$ cat src/rtl/vga_code_gen.sv
// vga_code_gen: 640x480@60 Hz pixel-stream generator with a ROWS x COLS board
// of 3-bit colour codes. Produces hsync/vsync/blank_n/code/pix_tick/frame_start
// from the 50 MHz clock using a divide-by-two pixel tick and a 3-stage pipeline
// (S0 counters, S1 cell/sync registers, S2 board read and output registers).
// Optional feature macro: GRID_LINES_EN (grey 1-pixel grid on cell boundaries).
module vga_code_gen #(
  parameter int H_ACTIVE = 640,
  parameter int H_FP     = 16,
  parameter int H_SYNC   = 96,
  parameter int H_BP     = 48,
  parameter int V_ACTIVE = 480,
  parameter int V_FP     = 10,
  parameter int V_SYNC   = 2,
  parameter int V_BP     = 33,
  parameter int CELL_W   = 80,
  parameter int CELL_H   = 80,
  parameter int COLS     = 8,
  parameter int ROWS     = 6
) (
  input  logic       i_clk,
  input  logic       i_rst_n,
  input  logic       i_wr_en,
  input  logic [2:0] i_wr_row,
  input  logic [2:0] i_wr_col,
  input  logic [2:0] i_wr_code,
  output logic       o_hsync,
  output logic       o_vsync,
  output logic       o_blank_n,
  output logic [2:0] o_code,
  output logic       o_pix_tick,
  output logic       o_frame_start
);

  // ---------------------------------------------------------------------------
  // Derived geometry
  // ---------------------------------------------------------------------------
  localparam int H_TOTAL = H_ACTIVE + H_FP + H_SYNC + H_BP;
  localparam int V_TOTAL = V_ACTIVE + V_FP + V_SYNC + V_BP;
  localparam int H_W     = $clog2(H_TOTAL);
  localparam int V_W     = $clog2(V_TOTAL);
  localparam int XS_W    = $clog2(CELL_W + 1);
  localparam int YS_W    = $clog2(CELL_H + 1);
  // Cell counters keep running through the blanking region, so size them for
  // the whole line/frame rather than just the board.
  localparam int CC_W    = $clog2(H_TOTAL / CELL_W + 2);
  localparam int CR_W    = $clog2(V_TOTAL / CELL_H + 2);
  localparam int CELLS   = ROWS * COLS;
  localparam int IDX_W   = $clog2(CELLS);

  localparam logic [H_W-1:0]  H_LAST    = H_W'(H_TOTAL - 1);
  localparam logic [H_W-1:0]  H_ACT_L   = H_W'(H_ACTIVE);
  localparam logic [H_W-1:0]  HS_START  = H_W'(H_ACTIVE + H_FP);
  localparam logic [H_W-1:0]  HS_STOP   = H_W'(H_ACTIVE + H_FP + H_SYNC - 1);
  localparam logic [V_W-1:0]  V_LAST    = V_W'(V_TOTAL - 1);
  localparam logic [V_W-1:0]  V_ACT_L   = V_W'(V_ACTIVE);
  localparam logic [V_W-1:0]  VS_START  = V_W'(V_ACTIVE + V_FP);
  localparam logic [V_W-1:0]  VS_STOP   = V_W'(V_ACTIVE + V_FP + V_SYNC - 1);
  localparam logic [XS_W-1:0] XS_LAST   = XS_W'(CELL_W - 1);
  localparam logic [YS_W-1:0] YS_LAST   = YS_W'(CELL_H - 1);
  localparam logic [CC_W-1:0] COLS_CC   = CC_W'(COLS);
  localparam logic [CR_W-1:0] ROWS_CR   = CR_W'(ROWS);
  localparam logic [3:0]      COLS_WR   = 4'(COLS);
  localparam logic [3:0]      ROWS_WR   = 4'(ROWS);
  localparam logic [2:0]      CODE_BLK  = 3'd0;
`ifdef GRID_LINES_EN
  localparam logic [2:0]      CODE_GRID = 3'd6;
`endif

  // Flat board address: row-major, only meaningful for in-range row/col.
  function automatic logic [IDX_W-1:0] cell_index(input logic [IDX_W-1:0] row,
                                                   input logic [IDX_W-1:0] col);
    cell_index = row * IDX_W'(COLS) + col;
  endfunction

  // ---------------------------------------------------------------------------
  // Declarations
  // ---------------------------------------------------------------------------
  logic            r_phase;
  logic            w_tick;

  logic [H_W-1:0]  r_h;
  logic [V_W-1:0]  r_v;
  logic [XS_W-1:0] r_x_sub;
  logic [YS_W-1:0] r_y_sub;
  logic [CC_W-1:0] r_cell_col;
  logic [CR_W-1:0] r_cell_row;

  logic [H_W-1:0]  w_h_nxt;
  logic [V_W-1:0]  w_v_nxt;
  logic [XS_W-1:0] w_xs_nxt;
  logic [YS_W-1:0] w_ys_nxt;
  logic [CC_W-1:0] w_cc_nxt;
  logic [CR_W-1:0] w_cr_nxt;

  logic            w_hsync_raw;
  logic            w_vsync_raw;
  logic            w_vis_raw;
  logic            w_frame0_raw;
  logic            w_in_board_raw;

  logic [CC_W-1:0] r1_cell_col;
  logic [CR_W-1:0] r1_cell_row;
  logic            r1_hsync;
  logic            r1_vsync;
  logic            r1_vis;
  logic            r1_frame0;
  logic            r1_in_board;
`ifdef GRID_LINES_EN
  logic [XS_W-1:0] r1_x_sub;
  logic [YS_W-1:0] r1_y_sub;
`endif

  logic [2:0]      r_board [0:CELLS-1];
  logic            w_wr_ok;
  logic [IDX_W-1:0] w_wr_idx;
  logic [IDX_W-1:0] w_rd_idx;
  logic [2:0]      w_cell_code;
  logic [2:0]      w_pix_code;

  logic            r_hsync;
  logic            r_vsync;
  logic            r_blank_n;
  logic [2:0]      r_code;
  logic            r_pix_tick;
  logic            r_frame_start;

  // ---------------------------------------------------------------------------
  // Pixel tick divider
  // ---------------------------------------------------------------------------
  assign w_tick = r_phase;

  // Phase toggles every clk; a pixel tick is the clk where phase is high.
  always_ff @(posedge i_clk) begin
    if (!i_rst_n) begin
      r_phase <= 1'b0;
    end else begin
      r_phase <= ~r_phase;
    end
  end

  // ---------------------------------------------------------------------------
  // S0: raster counters and cell sub-counters
  // ---------------------------------------------------------------------------
  // Next raster position; cell sub-counters track h/v so no divider is needed.
  always_comb begin
    w_h_nxt  = r_h;
    w_v_nxt  = r_v;
    w_xs_nxt = r_x_sub;
    w_ys_nxt = r_y_sub;
    w_cc_nxt = r_cell_col;
    w_cr_nxt = r_cell_row;
    if (r_h == H_LAST) begin
      w_h_nxt  = '0;
      w_xs_nxt = '0;
      w_cc_nxt = '0;
      if (r_v == V_LAST) begin
        w_v_nxt  = '0;
        w_ys_nxt = '0;
        w_cr_nxt = '0;
      end else begin
        w_v_nxt = r_v + V_W'(1'b1);
        if (r_y_sub == YS_LAST) begin
          w_ys_nxt = '0;
          w_cr_nxt = r_cell_row + CR_W'(1'b1);
        end else begin
          w_ys_nxt = r_y_sub + YS_W'(1'b1);
        end
      end
    end else begin
      w_h_nxt = r_h + H_W'(1'b1);
      if (r_x_sub == XS_LAST) begin
        w_xs_nxt = '0;
        w_cc_nxt = r_cell_col + CC_W'(1'b1);
      end else begin
        w_xs_nxt = r_x_sub + XS_W'(1'b1);
      end
    end
  end

  // Raster counters advance only on pixel ticks.
  always_ff @(posedge i_clk) begin
    if (!i_rst_n) begin
      r_h        <= '0;
      r_v        <= '0;
      r_x_sub    <= '0;
      r_y_sub    <= '0;
      r_cell_col <= '0;
      r_cell_row <= '0;
    end else if (w_tick) begin
      r_h        <= w_h_nxt;
      r_v        <= w_v_nxt;
      r_x_sub    <= w_xs_nxt;
      r_y_sub    <= w_ys_nxt;
      r_cell_col <= w_cc_nxt;
      r_cell_row <= w_cr_nxt;
    end
  end

  // Raw (unaligned) sync, visibility and frame-origin decode from S0.
  always_comb begin
    w_hsync_raw    = 1'b1;
    w_vsync_raw    = 1'b1;
    if ((r_h >= HS_START) && (r_h <= HS_STOP)) begin
      w_hsync_raw = 1'b0;
    end else begin
      w_hsync_raw = 1'b1;
    end
    if ((r_v >= VS_START) && (r_v <= VS_STOP)) begin
      w_vsync_raw = 1'b0;
    end else begin
      w_vsync_raw = 1'b1;
    end
    w_vis_raw      = (r_h < H_ACT_L) && (r_v < V_ACT_L);
    w_frame0_raw   = (r_h == '0) && (r_v == '0);
    w_in_board_raw = (r_cell_col < COLS_CC) && (r_cell_row < ROWS_CR);
  end

  // ---------------------------------------------------------------------------
  // S1: cell coordinates and raw timing
  // ---------------------------------------------------------------------------
  // Capture cell position and raw sync on each tick.
  always_ff @(posedge i_clk) begin
    if (!i_rst_n) begin
      r1_cell_col <= '0;
      r1_cell_row <= '0;
      r1_hsync    <= 1'b1;
      r1_vsync    <= 1'b1;
      r1_vis      <= 1'b0;
      r1_frame0   <= 1'b0;
      r1_in_board <= 1'b0;
    end else if (w_tick) begin
      r1_cell_col <= r_cell_col;
      r1_cell_row <= r_cell_row;
      r1_hsync    <= w_hsync_raw;
      r1_vsync    <= w_vsync_raw;
      r1_vis      <= w_vis_raw;
      r1_frame0   <= w_frame0_raw;
      r1_in_board <= w_in_board_raw;
    end
  end

`ifdef GRID_LINES_EN
  // Sub-cell position, needed only to locate grid lines.
  always_ff @(posedge i_clk) begin
    if (!i_rst_n) begin
      r1_x_sub <= '0;
      r1_y_sub <= '0;
    end else if (w_tick) begin
      r1_x_sub <= r_x_sub;
      r1_y_sub <= r_y_sub;
    end
  end
`endif

  // ---------------------------------------------------------------------------
  // Board register file
  // ---------------------------------------------------------------------------
  assign w_wr_ok  = i_wr_en && ({1'b0, i_wr_row} < ROWS_WR) && ({1'b0, i_wr_col} < COLS_WR);
  assign w_wr_idx = cell_index(IDX_W'(i_wr_row), IDX_W'(i_wr_col));
  assign w_rd_idx = cell_index(IDX_W'(r1_cell_row), IDX_W'(r1_cell_col));

  // Game-logic writes land on any clk edge; out-of-range targets are dropped.
  always_ff @(posedge i_clk) begin
    if (!i_rst_n) begin
      for (int i = 0; i < CELLS; i++) begin
        r_board[i] <= 3'd0;
      end
    end else if (w_wr_ok) begin
      r_board[w_wr_idx] <= i_wr_code;
    end
  end

  // ---------------------------------------------------------------------------
  // S2: board read and pixel code selection
  // ---------------------------------------------------------------------------
  // Pick the code for the S1 pixel; a same-edge write is not yet visible here.
  always_comb begin
    w_cell_code = CODE_BLK;
    w_pix_code  = CODE_BLK;
    if (r1_in_board) begin
      w_cell_code = r_board[w_rd_idx];
    end else begin
      w_cell_code = CODE_BLK;
    end
`ifdef GRID_LINES_EN
    if (r1_vis && ((r1_x_sub == '0) || (r1_y_sub == '0))) begin
      w_pix_code = CODE_GRID;
    end else if (r1_vis) begin
      w_pix_code = w_cell_code;
    end else begin
      w_pix_code = CODE_BLK;
    end
`else
    if (r1_vis) begin
      w_pix_code = w_cell_code;
    end else begin
      w_pix_code = CODE_BLK;
    end
`endif
  end

  // Output register: all pixel outputs update together on each tick.
  always_ff @(posedge i_clk) begin
    if (!i_rst_n) begin
      r_hsync       <= 1'b1;
      r_vsync       <= 1'b1;
      r_blank_n     <= 1'b0;
      r_code        <= 3'd0;
      r_pix_tick    <= 1'b0;
      r_frame_start <= 1'b0;
    end else begin
      r_pix_tick <= w_tick;
      if (w_tick) begin
        r_hsync       <= r1_hsync;
        r_vsync       <= r1_vsync;
        r_blank_n     <= r1_vis;
        r_code        <= w_pix_code;
        r_frame_start <= r1_frame0;
      end else begin
        r_frame_start <= 1'b0;
      end
    end
  end

  assign o_hsync       = r_hsync;
  assign o_vsync       = r_vsync;
  assign o_blank_n     = r_blank_n;
  assign o_code        = r_code;
  assign o_pix_tick    = r_pix_tick;
  assign o_frame_start = r_frame_start;

endmodule

$ cat config.mk
export PLATFORM = sky130hd
export DESIGN_NAME = vga_code_gen
export DESIGN_NICKNAME = d
export VERILOG_FILES = /design/src/rtl/vga_code_gen.sv
export SDC_FILE = /design/constraint.sdc
export NUM_CORES = 1
export LEC_CHECK = 0
export BUFFER_PORTS_ARGS = -buffer_cell sky130_fd_sc_hd__buf_2
export CAP_MARGIN = 25
export CORE_MARGIN = 2
export CORE_UTILIZATION = 63
export DETAILED_ROUTE_END_ITERATION = 16
export PLACE_DENSITY = 0.8
export SLEW_MARGIN = 15
export SYNTH_ARGS = -nofsm -noshare
export SYNTH_HDL_FRONTEND = slang
export SYNTH_SLANG_ARGS = --single-unit
$ cat constraint.sdc
create_clock -name i_clk -period 2.6 [get_ports i_clk]
set_input_delay 0.26 -clock i_clk [delete_from_list [all_inputs] [get_ports i_clk]]
set_output_delay 0.26 -clock i_clk [all_outputs]
set_load 0.005 [all_outputs]
==> out/results.tsv <==
stage	metric	value	unit
power	power.net_switching	1.780	mW
final_layout	diodes_inserted	0	
detailed_routing	antenna_violating_nets_post_route	0	
global_route	grt_max_degree	77	
sta	setup_viol_count_final	0	
worst_setup_path	critical_path_source_type	register	
sta	tightest_slew	0.8199	ns
clock_tree	cts_buffers	26	
final_layout	layout-area-overhead-vs-synth	11.84	%
logic_synthesis	synth-main-ff-cell	edfxtp_1	
worst_setup_path	critical-path-top-delay-family	multiplexers	
run	max-cap-violations	0	
sta	relSlewSlack	0.4534	
power	comb_power_share	0.040	
logic_synthesis	synthCells	925	
floorplan	pin_count	20	
logic_synthesis	yosysSeqAreaShare	0.5976	
placed_design	port-buffer-count	19	
sta	fin_worst_skew	0.01377	ns
floorplan	die_outline_width	140.4	um
logic_synthesis	synth.area.top_cells	edfxtp_1 (49%), dfxtp_1 (11%), mux4_2 (8.3%)	
floorplan	die-height	140.4	um
placed_design	place.detailed.instances	1185	
logic_synthesis	yosysUniqueCellTypes	50	
detailed_routing	detailroute.via_count	7325	
floorplan	design.core.area	18090	sq um
final_layout	design.final.nets	1007	
placed_design	dp_hpwl	15600	um
detailed_routing	wl_per_cell	19.13	um
worst_setup_path	worst_path_largest_cell_delay	0.56	ns
clock_tree	holdBufCountCts	0	
clock_tree	clkLatencyLatePin	0.53	ns
sta	final-hold-violation-count	0	
logic_synthesis	synth.yosys.warnings	0	
power	power_switching_share	0.2028	
logic_synthesis	synth_top_cell_by_area	edfxtp_1	
clock_tree	tritoncts_num_sinks	254	
clock_tree	clock_path_buffers	3	
detailed_routing	first_pass_iters	7	
power	power.leakage	4.546	nW
global_route	gr-total-overflow	0	
final_layout	drive_above_1_share	0.1375	
sta	timing.final.crit_period	2.082	ns
final_layout	final_cells	1233	
placed_design	gp_routability_congestion	0.8325	
worst_setup_path	crit_buf_inv	1	
worst_setup_path	timing.critical_path.arrival	2.48	ns
logic_synthesis	synth_top_cell_area_share	0.4917	
clock_tree	post-cts-setup-buffer-count	0	
detailed_routing	drt_first_iter_violations	709	
power	finalPower	8.778	mW
global_route	grt_pass1_vias	7105	
sta	fmax	480.3	MHz
sta	grt_setup_unrepaired	no	
logic_synthesis	synth_top_cells_by_count	edfxtp_1 (192), and2_1 (147), nor2_1 (88)	
worst_setup_path	endpoint_kind	register	
final_layout	final_cell_area	13110	sq um
clock_tree	cts_resized	0	
sta	worst_hold_margin	0.2773	ns
detailed_routing	routed_via_density	5.941	
run_status	status	finished clean	
power	pd_cells	669.3	nW/um^2
power	internal_power	6.998	mW
sta	final.period_utilization	0.8007	
logic_synthesis	synth_async_sr_flop_share	0	
sta	fin_tns_setup	0	ns
worst_setup_path	worst-setup-path-type	register to register	
placed_design	dpl_cell_area	12240	sq um
worst_setup_path	critical_path.cell_chain	buf_12 > mux4_2 > mux2i_1 > a22oi_1 > nand4_1 > o211ai_1	
placed_design	placement.setup.worst_slack	0.2564	ns
worst_setup_path	critical_path.slowest_cell	mux4_2	
floorplan	rows	49	
power	vdd_drop_max	0.0005370	V
detailed_routing	routed_wirelength	23590	um
clock_tree	cts.htree.levels	1	
sta	report.final.slew_viol_count	0	
global_route	antenna_found_initial	0	
worst_setup_path	required_time_worst_endpoint	3.00	ns
floorplan	floorplan.initialDensity	0.6483	
clock_tree	ctsRootBufferMaster	clkbuf_16	
clock_tree	clk_pin_slew	0.06	ns
power	power.sequential.fraction	0.527	
power	clkPwrFrac	0.434	
sta	setup_ws	0.5182	ns
floorplan	dieArea	19720	sq um
worst_hold_path	hold_path_class	primary input to register	
logic_synthesis	postSynthRegisterBits	254	
logic_synthesis	netlist_area	11720	sq um
logic_synthesis	synth_enable_flop_cells	192	
logic_synthesis	synth_area_per_cell	12.68	sq um
logic_synthesis	yosys.cell_count.top_type	edfxtp_1	
detailed_routing	route.detailed.drc	0	
final_layout	share_of_the_core_filled_with_cells	0.7251	
global_route	grt_use_total	0.2489	
worst_setup_path	path_max_fanout	31	
final_layout	layout.filler_cells	1173	
clock_tree	cts_tree	done	
global_route	grt_pass1_wl	38160	um
-- worst paths after layout --
check	slack [ns]	cells past startpoint	end	startpoint
min	0.28	1	r_board[58][1]	i_wr_code[1]
max reg2reg	0.52	6	o_code[1]	r1_cell_col[1]
max	0.52	6	o_code[1]	r1_cell_col[1]
min reg2reg	0.46	2	o_hsync	o_hsync
-- area by class of cell --
type	instances	area (sq um)	area share
Clock buffer	35	716.9	0.05467
Clock inverter	13	161.4	0.01231
Inverter	12	45.04	0.003435
Multi-Input combinational cell	647	4594	0.3503
Sequential cell	254	7009	0.5345
Tap cell	229	286.5	0.02185
Timing Repair Buffer	43	300.3	0.02290
-- flip-flops by register name (all words and copies together), names as in the netlist --
name,cells
r_board,192
r1_cell_row,3
r1_vsync,1
o_code,3
r1_vis,1
r1_in_board,1
r_cell_row,3
r_cell_col,4
o_pix_tick,1
o_frame_start,1
r_y_sub,7
r_h,10
o_vsync,1
r1_cell_col,4
o_blank_n,1
r_x_sub,7
o_hsync,1
r_v,10
r1_frame0,1
r1_hsync,1
r_phase,1
-- cells by family (layout without fill, tap and decap cells) --
logic type / Yosys count / after routing / share of synthesized area
other cells: 1 / 48 / 0.0003198
xor+xnor: 29 / 29 / 0.02166
flops: 254 / 254 / 0.5976
buf+inv: 71 / 103 / 0.02561
mux: 85 / 85 / 0.1191
compound gates: 93 / 93 / 0.04674
fa+ha+maj: 11 / 11 / 0.01174
simple gates: 381 / 381 / 0.1773
-- routing by layer --
metal / part of all wire / vias to the layer above / global-route usage
met1: 0.42 / 3607 / 0.3524
met2: 0.50 / 265 / 0.4162
met3: 0.062 / 41 / 0.03214
met4: 0.020 / 0 / 0.06273
met5: 0 / - / 0
li1: - / 3412 / -
-- placed cells by master (no fill, tap or decap), types with 11 or more instances in the layout --
cell / instances
buf_4: 22
xor2_1: 17
conb_1: 48
nand2_1: 53
o21ai_0: 59
mux4_2: 43
edfxtp_1: 192
clkbuf_16: 27
ha_1: 11
mux2i_1: 36
and2_1: 147
xnor2_1: 12
nand4_1: 18
inv_1: 11
nor2b_1: 16
buf_2: 19
nand3_1: 17
dfxtp_1: 60
nor2_1: 88
-- power groups by stage --
stage	clock network [mW]	registers, mW	logic (mW)
after global placement	0	4.70	0.336
after detailed placement	0	4.71	0.346
after CTS	3.84	4.62	0.347
after global routing	4.01	4.64	0.383
after floorplan	0	4.67	0.237
final	3.81	4.62	0.351
Power figures use the tool's default switching activity.
